### src/rtl/reg_scan_pkg.sv
// Shared types and constants for the register scan sequencer.
// Optional zero-skip build is selected in the top with REG_SCAN_SKIP_ZERO_EN.
package reg_scan_pkg;

    localparam int unsigned ADDR_W      = 5;
    localparam int unsigned DATA_W      = 32;
    localparam int unsigned BIN_W       = 7;
    localparam int unsigned BCD_W       = 4;
    localparam int unsigned CONV_CYCLES = 7;
    localparam int unsigned CONV_CNT_W  = 3;
    localparam int unsigned LCD_TIMEOUT = 4;
    localparam int unsigned WAIT_W      = 2;
    localparam int unsigned DWELL_W     = 32;

    typedef enum logic [2:0] {
        S_IDLE,
        S_CAPTURE,
        S_CONVERT,
        S_PRINT,
        S_WAIT_LCD,
        S_DWELL,
        S_NEXT
    } state_t;

    // One double-dabble correction on a single BCD digit.
    function automatic logic [BCD_W-1:0] add3(input logic [BCD_W-1:0] d);
        return (d >= BCD_W'(5)) ? BCD_W'(d + BCD_W'(3)) : d;
    endfunction

endpackage

### src/rtl/reg_scan_sequencer_bin2bcd.sv
// Sequential shift-add-3 converter: 7-bit binary to two BCD digits.
// The first shift is folded into the load, so results are ready 7 cycles after go.
module bin2bcd_seq
    import reg_scan_pkg::*;
(
    input  logic             clk,
    input  logic             reset,
    input  logic             go,
    input  logic [BIN_W-1:0] bin,
    output logic             done,
    output logic [BCD_W-1:0] tens,
    output logic [BCD_W-1:0] ones,
    output logic             ovf
);

    logic [BIN_W-1:0]     sh;
    logic [2*BCD_W-1:0]   bcd;
    logic [CONV_CNT_W-1:0] cnt;
    logic [BCD_W-1:0]     t_adj;
    logic [BCD_W-1:0]     o_adj;

    always_comb begin
        t_adj = add3(bcd[2*BCD_W-1:BCD_W]);
        o_adj = add3(bcd[BCD_W-1:0]);
    end

    always_ff @(posedge clk) begin
        if (reset) begin
            sh   <= '0;
            bcd  <= '0;
            cnt  <= '0;
            done <= 1'b0;
            ovf  <= 1'b0;
        end else if (go) begin
            bcd  <= {(2*BCD_W-1)'(0), bin[BIN_W-1]};
            sh   <= {bin[BIN_W-2:0], 1'b0};
            cnt  <= CONV_CNT_W'(CONV_CYCLES - 1);
            done <= 1'b0;
            ovf  <= (bin > BIN_W'(99));
        end else if (cnt != '0) begin
            bcd  <= {t_adj[BCD_W-2:0], o_adj, sh[BIN_W-1]};
            sh   <= {sh[BIN_W-2:0], 1'b0};
            cnt  <= CONV_CNT_W'(cnt - 1'b1);
            done <= (cnt == CONV_CNT_W'(1));
        end else begin
            done <= 1'b0;
        end
    end

    assign tens = bcd[2*BCD_W-1:BCD_W];
    assign ones = bcd[BCD_W-1:0];

endmodule

### src/rtl/reg_scan_sequencer.sv
// Walks a register file, converts each value to sign + two BCD digits and hands it to an LCD.
// Define REG_SCAN_SKIP_ZERO_EN to skip printing registers that read zero.
module reg_scan_sequencer
    import reg_scan_pkg::*;
#(
    parameter int unsigned NUM_REGS     = 32,
    parameter int unsigned DWELL_CYCLES = 50_000_000
) (
    input  logic              clk,
    input  logic              reset,
    input  logic              start,
    input  logic              continuous,
    output logic [ADDR_W-1:0] reg_addr,
    input  logic [DATA_W-1:0] reg_data,
    output logic              lcd_start,
    input  logic              lcd_busy,
    output logic              sign,
    output logic [BCD_W-1:0]  digit1,
    output logic [BCD_W-1:0]  digit2,
    output logic              overflow,
    output logic              busy
);

    state_t               state, next_state;
    logic [ADDR_W-1:0]    nxt_addr;
    logic                 nxt_sign, nxt_ovf, nxt_seen, nxt_cap_sign, nxt_cap_big;
    logic [BCD_W-1:0]     nxt_d1, nxt_d2;
    logic [DWELL_W-1:0]   dwell_cnt, nxt_dwell;
    logic [WAIT_W-1:0]    wait_cnt, nxt_wait;
    logic                 seen, cap_sign, cap_big;
    logic [DATA_W-1:0]    mag;
    logic                 conv_go, conv_done, conv_ovf;
    logic [BCD_W-1:0]     conv_tens, conv_ones;

    // Two's-complement magnitude; 0x80000000 stays 0x80000000 and lands in the overflow path.
    assign mag = reg_data[DATA_W-1] ? DATA_W'(~reg_data + 1'b1) : reg_data;

    bin2bcd_seq u_bin2bcd (
        .clk   (clk),
        .reset (reset),
        .go    (conv_go),
        .bin   (mag[BIN_W-1:0]),
        .done  (conv_done),
        .tens  (conv_tens),
        .ones  (conv_ones),
        .ovf   (conv_ovf)
    );

    always_comb begin
        next_state   = state;
        nxt_addr     = reg_addr;
        nxt_sign     = sign;
        nxt_d1       = digit1;
        nxt_d2       = digit2;
        nxt_ovf      = overflow;
        nxt_dwell    = dwell_cnt;
        nxt_wait     = wait_cnt;
        nxt_seen     = seen;
        nxt_cap_sign = cap_sign;
        nxt_cap_big  = cap_big;
        conv_go      = 1'b0;
        case (state)
            S_IDLE: begin
                if (start) begin
                    nxt_addr   = '0;
                    next_state = S_CAPTURE;
                end
            end
            S_CAPTURE: begin
                nxt_cap_sign = reg_data[DATA_W-1];
                nxt_cap_big  = |mag[DATA_W-1:BIN_W];
`ifdef REG_SCAN_SKIP_ZERO_EN
                if (reg_data == '0) begin
                    next_state = S_NEXT;
                end else begin
                    conv_go    = 1'b1;
                    next_state = S_CONVERT;
                end
`else
                conv_go    = 1'b1;
                next_state = S_CONVERT;
`endif
            end
            S_CONVERT: begin
                if (conv_done) begin
                    nxt_sign   = cap_sign;
                    nxt_ovf    = cap_big | conv_ovf;
                    nxt_d1     = nxt_ovf ? BCD_W'(9) : conv_tens;
                    nxt_d2     = nxt_ovf ? BCD_W'(9) : conv_ones;
                    next_state = S_PRINT;
                end
            end
            S_PRINT: begin
                nxt_wait   = '0;
                nxt_seen   = 1'b0;
                next_state = S_WAIT_LCD;
            end
            S_WAIT_LCD: begin
                // A busy pulse that never shows up within the window counts as a finished print.
                if (seen) begin
                    if (!lcd_busy) begin
                        nxt_dwell  = '0;
                        next_state = S_DWELL;
                    end
                end else if (lcd_busy) begin
                    nxt_seen = 1'b1;
                end else if (wait_cnt == WAIT_W'(LCD_TIMEOUT - 2)) begin
                    nxt_dwell  = '0;
                    next_state = S_DWELL;
                end else begin
                    nxt_wait = WAIT_W'(wait_cnt + 1'b1);
                end
            end
            S_DWELL: begin
                if (dwell_cnt >= DWELL_W'(DWELL_CYCLES - 1)) begin
                    next_state = S_NEXT;
                end else begin
                    nxt_dwell = DWELL_W'(dwell_cnt + 1'b1);
                end
            end
            S_NEXT: begin
                if (reg_addr < ADDR_W'(NUM_REGS - 1)) begin
                    nxt_addr   = ADDR_W'(reg_addr + 1'b1);
                    next_state = S_CAPTURE;
                end else if (continuous) begin
                    nxt_addr   = '0;
                    next_state = S_CAPTURE;
                end else begin
                    next_state = S_IDLE;
                end
            end
            default: next_state = S_IDLE;
        endcase
    end

    always_ff @(posedge clk) begin
        if (reset) begin
            state     <= S_IDLE;
            reg_addr  <= '0;
            lcd_start <= 1'b0;
            sign      <= 1'b0;
            digit1    <= '0;
            digit2    <= '0;
            overflow  <= 1'b0;
            busy      <= 1'b0;
            dwell_cnt <= '0;
            wait_cnt  <= '0;
            seen      <= 1'b0;
            cap_sign  <= 1'b0;
            cap_big   <= 1'b0;
        end else begin
            state     <= next_state;
            reg_addr  <= nxt_addr;
            lcd_start <= (state != S_PRINT) && (next_state == S_PRINT);
            sign      <= nxt_sign;
            digit1    <= nxt_d1;
            digit2    <= nxt_d2;
            overflow  <= nxt_ovf;
            busy      <= (next_state != S_IDLE);
            dwell_cnt <= nxt_dwell;
            wait_cnt  <= nxt_wait;
            seen      <= nxt_seen;
            cap_sign  <= nxt_cap_sign;
            cap_big   <= nxt_cap_big;
        end
    end

endmodule
### config.mk
export PLATFORM = sky130hd
export DESIGN_NAME = reg_scan_sequencer
export DESIGN_NICKNAME = d
export VERILOG_FILES = /design/src/rtl/reg_scan_pkg.sv /design/src/rtl/reg_scan_sequencer_bin2bcd.sv /design/src/rtl/reg_scan_sequencer.sv
export SDC_FILE = /design/constraint.sdc
export NUM_CORES = 1
export LEC_CHECK = 0
export BUFFER_PORTS_ARGS = -buffer_cell sky130_fd_sc_hd__clkbuf_2
export CORE_MARGIN = 2
export CORE_UTILIZATION = 59
export DETAILED_ROUTE_END_ITERATION = 16
export PLACE_DENSITY = 0.84
export SETUP_SLACK_MARGIN = 0.02
export SYNTH_ARGS = -nofsm -noshare
export SYNTH_HDL_FRONTEND = slang
export SYNTH_SLANG_ARGS = --single-unit
### constraint.sdc
create_clock -name clk -period 3.65 [get_ports clk]
set_input_delay 0.5475 -clock clk [delete_from_list [all_inputs] [get_ports clk]]
set_output_delay 0.5475 -clock clk [all_outputs]
set_load 0.005 [all_outputs]
Yosys cells after proc, flatten, opt, wreduce, memory -nomap -nowiden

Index checks and enable logic that the tools add are counted.

Register bits: 76
Input port bits: 37
Output and inout bits: 17
Word-level logic and storage cells: 106

$add $sub $neg: 7
Order comparisons: 5
Equal/unequal tests: 17
Multiplexer cells: 39
Bitwise operators: 3
Reduce and logical (&&, ||, !) cells: 15

Operator list:

| operator                                                             | count |
|---|---|
| 2-to-1 mux 32 bit                                                    | 6 |
| adder 32 x 1 -> 32 bit (second input constant)                       | 2 |
| case mux 32 bit (2 select lines)                                     | 1 |
| greater-or-equal comparator 32 x 26 -> 1 bit (second input constant) | 1 |
| NOT 32 bit                                                           | 1 |
| 2-to-1 mux 3 bit                                                     | 10 |
| OR reduction 25 bit                                                  | 1 |
| case mux 3 bit (7 select lines)                                      | 1 |
| 2-to-1 mux 5 bit                                                     | 3 |
| 2-to-1 mux 7 bit                                                     | 2 |
| 2-to-1 mux 4 bit                                                     | 3 |
| inequality test 2 bit (second input constant)                        | 5 |
| case mux 5 bit (2 select lines)                                      | 1 |
| == test 3 x 2 -> 1 bit (second input constant)                       | 3 |
| == test 3 bit (second input constant)                                | 3 |
| greater-or-equal comparator 4 x 3 -> 1 bit (second input constant)   | 2 |
| AND reduction 4 bit                                                  | 2 |
| nonzero test 2 bit                                                   | 4 |
| > comparator 7 bit (second input constant)                           | 1 |
| 2-to-1 mux 1 bit                                                     | 7 |
| == test 3 x 1 -> 1 bit (second input constant)                       | 2 |
| 2-to-1 mux 2 bit                                                     | 3 |
| inequality test 3 bit (second input constant)                        | 2 |
| nonzero test 3 bit                                                   | 2 |
| 18 further kinds                                                     | 18 |

Logic depth before layout (Yosys ltp)

Depth after elaboration: 7
Depth in mapped cells: 10
Mapped depth without buffers: 9

Modules after synthesis

Synthesis repeated with hierarchy kept, for this count alone.

Cells, all modules: 564
Area total of the unflattened synthesis: 4383.0 um^2

By module, submodules not included:

| module             | instances | cells an instance | area an instance (um^2) | sequential area each (um^2) |
|---|---|---|---|---|
| reg_scan_sequencer | 1         | 455               | 3489.6                  | 1141.1 |
| bin2bcd_seq        | 1         | 109               | 893.4                   | 380.4 |

Least setup slack after synthesis

No wires, ideal clock.

Kind: input port to flip-flop
Start point: in reg_data[1]
End point: reg cap_big
Library setup time: 0.114 ns
Arrival time: 2.645 ns
Required time: 3.536 ns
Path slack: 0.890 ns
Cell stages on the path: 9
Path buffers: 0
Path through: inv_1 -> ha_1 -> or4b_1 -> a2111oi_0 -> o211ai_1 -> a211oi_2 -> nand4_1 -> or4_1 -> a21bo_1

Cells in the longest elaborated chain, start to end: 4

Ends and longest elaborated chain:

| element                | line                      | source |
|---|---|---|
| from (decl)            | reg_scan_sequencer.sv:14  | `input logic [DATA_W-1:0] reg_data,` |
| NOT 32 bit             | reg_scan_sequencer.sv:36  | `assign mag = reg_data[DATA_W-1] ? DATA_W'(~reg_data + 1'b1) : reg_data;` |
| adder 32 x 1 -> 32 bit | reg_scan_sequencer.sv:36  |  |
| 2-to-1 mux 32 bit      | reg_scan_sequencer.sv:36  |  |
| OR reduction 25 bit    | reg_scan_sequencer.sv:71  | `nxt_cap_big = \|mag[DATA_W-1:BIN_W];` |
| to (signal assigned)   | reg_scan_sequencer.sv:164 | `cap_big <= nxt_cap_big;` |
| to (decl)              | reg_scan_sequencer.sv:30  | `logic seen, cap_sign, cap_big;` |

No other way between the ends.
A chain may end at the register's enable or synchronous reset.

Worst setup path after layout

Same ends and word-level chain as after synthesis.

==> impl_metrics.env <==
export IMPL_run_status="completed"
export IMPL_finalHoldViolCount=0
export IMPL_drt_drc_violations_left=0
export IMPL_grt_start_max_net_pins=38
export IMPL_relSlewSlack_pct=33.1
export IMPL_synth_top_family_by_area="simple AND/OR/NAND/NOR gates"
export IMPL_route_antenna_remaining_nets=0
export IMPL_worst_ep_required_time_ns=3.89
export IMPL_hpwlAfterDp_um=7570
export IMPL_fin_util_pct=67.9
export IMPL_i_o_pin_total=54
export IMPL_synth_seq_area_share_pct=33.9
export IMPL_post_synth_instance_area_um2=4490
export IMPL_die_h_um=91.2
export IMPL_synth_edf_count=0
export IMPL_layout_worst_path_cycle_share_pct=75.9
export IMPL_endpoint_kind="flip-flop"
export IMPL_highest_layer="met4"
export IMPL_fin_worst_skew_ns=0.0175
export IMPL_ir_worst_vdd_v=0.000203
export IMPL_cts_reportedPaths_clkPinSlew_ns=0.09
export IMPL_floorplan_initialDensity_pct=61.6
export IMPL_layout_nets=647
export IMPL_synth_seq_cells=76
export IMPL_max_slew_worst_pin_slew_ns=1.00
export IMPL_routed_wire_length_per_instance_um=15.2
export IMPL_postSynthNetCount=613
export IMPL_portBuffers=53
export IMPL_post_route_min_period_ns=2.77
export IMPL_clock_tree_from_tritoncts="done"
export IMPL_critPathMaxFanout=5
export IMPL_fraction_of_synthesized_area_in_multiplexers_pct=2.31
export IMPL_fin_cells=704
export IMPL_cts_htree_levels=3
export IMPL_critPathLaunchType="input pin"
export IMPL_post_synthesis_share_of_cell_area_spent_on_and_or_nand_and_nor_gates_pct=33.4
export IMPL_critical_path_class="input pin to flip-flop"
export IMPL_cts_buffer_depth=2
export IMPL_critical_path_arrival_ns=3.01
export IMPL_rsz_0062_raised_after_global_routing="no"
export IMPL_wl_met2_um=5120
export IMPL_maxcap_violations=0
export IMPL_synth_area_per_cell_um2=7.93
export IMPL_final_area_um2=4950
export IMPL_post_cts_setup_buffer_count=0
export IMPL_ys_warnings_count=0
export IMPL_cts_hold_buffers_added=0
export IMPL_cts_made_buffers=9
export IMPL_tritonroute_pass_1_iters=5
export IMPL_power_per_cell_area_nw_per_um2=379
export IMPL_initial_antenna_violation_count=0
export IMPL_placed_area_um2=4750
export IMPL_finalSetupViolCount=0
export IMPL_area_growth_syn_to_layout_pct=10.3
export IMPL_total_leakage_power_uw=0.00179
export IMPL_max_clock_freq_mhz=361
export IMPL_dieWidth_um=91.2
export IMPL_clk_latency_ns=0.35
export IMPL_clock_sink_count=76
export IMPL_place_detailed_instances=688
export IMPL_via_count_of_the_first_global_routing_pass=4055
export IMPL_post_synthesis_xor_xnor_area_fraction_pct=6.63
export IMPL_globalRouteOverflowTotal=0
export IMPL_cts_root_buf="sky130_fd_sc_hd__clkbuf_8"
export IMPL_vias=4348
export IMPL_hold_path_class="flip-flop to flip-flop"
export IMPL_synth_compound_gate_area_share_pct=16.1
export IMPL_design_die_area_um2=8320
export IMPL_synthDistinctLibCells=64
export IMPL_setup_tns_final_ns=0
export IMPL_core_rowCount=31
export IMPL_fp_coreArea_um2=7290
export IMPL_synthCells=566
export IMPL_via_per_inst=6.18
export IMPL_post_synth_fa_ha_maj_area_fraction_pct=2.79
export IMPL_timing_max_transition_violations_final=0
export IMPL_groute_usage_overall_pct=26.2
export IMPL_grt_first_pass_wirelength_um=18200
export IMPL_synth_ff_type="sky130_fd_sc_hd__dfxtp_1"
export IMPL_met3WireLength_um=692
export IMPL_post_cts_resize_count=0
export IMPL_wl_met1_um=4710
export IMPL_total_power_uw=1880
export IMPL_drt_wl_total_um=10700
export IMPL_drt_first_iter_violations=257
export IMPL_gp_congestion=0.937
export IMPL_ys_async_sr_fraction_pct=0
export IMPL_insertedDiodeCount=0
export IMPL_fraction_of_layout_cells_with_a_size_suffix_above_1_pct=14.7
==> power breakdown <==
group / leakage, µW / switching [µW] / internal [µW]
Sequential: 0.000615 / 29.7 / 861
Clock: 0.000103 / 344 / 327
Combinational: 0.00107 / 196 / 120
==> flip-flops by register name, indices dropped and copies added (netlist names) <==
name,cells
dwell_cnt,32
u_bin2bcd.bcd,8
u_bin2bcd.sh,6
reg_addr,5
digit1,4
digit2,4
state,3
u_bin2bcd.cnt,3
wait_cnt,2
busy,1
cap_big,1
cap_sign,1
lcd_start,1
overflow,1
seen,1
sign,1
u_bin2bcd.done,1
u_bin2bcd.ovf,1
==> cells by family after synthesis <==
group	count (synthesis)
AOI/OAI and AO/OA	104
xor gates and xnor gates	34
adders and majority gates	10
buffers and inverters	51
DFF	76
muxes	10
and+or+nand+nor	281
==> cells in the mapped netlist (4+ instances only) <==
master                     number  area [µm²]
sky130_fd_sc_hd__a211o_1        4        35.0
sky130_fd_sc_hd__a211oi_1      12        90.1
sky130_fd_sc_hd__a21oi_1       35         175
sky130_fd_sc_hd__a311oi_1       4        35.0
sky130_fd_sc_hd__a31oi_1        6        37.5
sky130_fd_sc_hd__and2_1        10        62.6
sky130_fd_sc_hd__and3_1         7        43.8
sky130_fd_sc_hd__buf_2          4        20.0
sky130_fd_sc_hd__clkbuf_1      23        86.3
sky130_fd_sc_hd__dfxtp_1       76        1520
sky130_fd_sc_hd__ha_1          10         125
sky130_fd_sc_hd__inv_1         19        71.3
sky130_fd_sc_hd__mux2i_1        7        70.1
sky130_fd_sc_hd__nand2_1       42         158
sky130_fd_sc_hd__nand2b_1      10        62.6
sky130_fd_sc_hd__nand3_1       21         105
sky130_fd_sc_hd__nand4_1       18         113
sky130_fd_sc_hd__nor2_1        84         315
sky130_fd_sc_hd__nor2b_1        8        50.1
sky130_fd_sc_hd__nor3_1        18        90.1
sky130_fd_sc_hd__nor3b_1        4        30.0
sky130_fd_sc_hd__nor4_1        22         138
sky130_fd_sc_hd__nor4_2         4        50.1
sky130_fd_sc_hd__o211ai_1       4        30.0
sky130_fd_sc_hd__o21ai_0        8        40.0
sky130_fd_sc_hd__o31ai_1        4        30.0
sky130_fd_sc_hd__or3_1          4        25.0
sky130_fd_sc_hd__or4_1         11        82.6
sky130_fd_sc_hd__xnor2_1       18         158
sky130_fd_sc_hd__xor2_1        16         140
==> final timing paths <==
path                start  endpoint  slack [ns]  cells after the start
min              cap_sign      sign        0.45                      2
min reg2reg      cap_sign      sign        0.45                      2
max           reg_data[1]   cap_big        0.88                     10
max reg2reg  dwell_cnt[0]      busy        0.89                      7
==> metrics by stage <==
stage	setup WS, ns	hold slack (ns)
finish	0.879	0.449
global route	0.651	0.476
CTS	0.889	0.459
detailed placement	0.543	0.444
global placement	0.625	0.433
floorplan	0.890	0.420
==> cells in the final DEF (no fill, tap or decap), types with 3 or more instances in the layout <==
cell type	count
sky130_fd_sc_hd__mux2_2	3
sky130_fd_sc_hd__o211ai_1	4
sky130_fd_sc_hd__ha_1	10
sky130_fd_sc_hd__nand3_1	21
sky130_fd_sc_hd__a311oi_1	4
sky130_fd_sc_hd__nand3b_1	3
sky130_fd_sc_hd__o31a_1	3
sky130_fd_sc_hd__nor2_1	84
sky130_fd_sc_hd__nor3_1	18
sky130_fd_sc_hd__nor3b_1	4
sky130_fd_sc_hd__inv_1	19
sky130_fd_sc_hd__o21ai_0	8
sky130_fd_sc_hd__nand4_1	18
sky130_fd_sc_hd__dfxtp_1	76
sky130_fd_sc_hd__xor2_1	16
sky130_fd_sc_hd__o31ai_1	4
sky130_fd_sc_hd__nand2_1	42
sky130_fd_sc_hd__a31oi_1	6
sky130_fd_sc_hd__nand2b_1	10
sky130_fd_sc_hd__and3_1	7
sky130_fd_sc_hd__a21oi_1	35
sky130_fd_sc_hd__inv_6	3
sky130_fd_sc_hd__and4_1	3
sky130_fd_sc_hd__or4_1	11
sky130_fd_sc_hd__or3_1	4
sky130_fd_sc_hd__nor2b_1	8
sky130_fd_sc_hd__a211o_1	4
sky130_fd_sc_hd__mux2i_1	7
sky130_fd_sc_hd__a211oi_1	12
sky130_fd_sc_hd__and2_1	10
sky130_fd_sc_hd__clkbuf_2	53
sky130_fd_sc_hd__xnor2_1	18
sky130_fd_sc_hd__nor4_2	4
sky130_fd_sc_hd__nor4_1	22
sky130_fd_sc_hd__clkbuf_8	9
==> critical path, cell delays in order <==
cell and delay (ns):
sky130_fd_sc_hd__clkbuf_2 0.11, sky130_fd_sc_hd__inv_1 0.07, sky130_fd_sc_hd__ha_1 0.18, sky130_fd_sc_hd__or4b_1 0.52, sky130_fd_sc_hd__a2111oi_0 0.37, sky130_fd_sc_hd__o211ai_1 0.15
sky130_fd_sc_hd__a211oi_2 0.22, sky130_fd_sc_hd__nand4_1 0.11, sky130_fd_sc_hd__or4_1 0.52, sky130_fd_sc_hd__a21bo_1 0.20
==> per-layer routing <==
metal,up-vias,global-route usage [%]
met4,0,9.60
met2,175,44.0
met5,-,0
met1,2017,33.9
li1,2131,-
met3,25,4.23
==> cell type report <==
class                           count  area, µm²
Clock buffer                        9        124
Clock inverter                      7       80.1
Fill cell                         603       2340
Inverter                           19       71.3
Multi-Input combinational cell    439       2750
Sequential cell                    76       1520
Tap cell                           99        124
Timing Repair Buffer               55        280
Power figures use the tool's default switching activity.
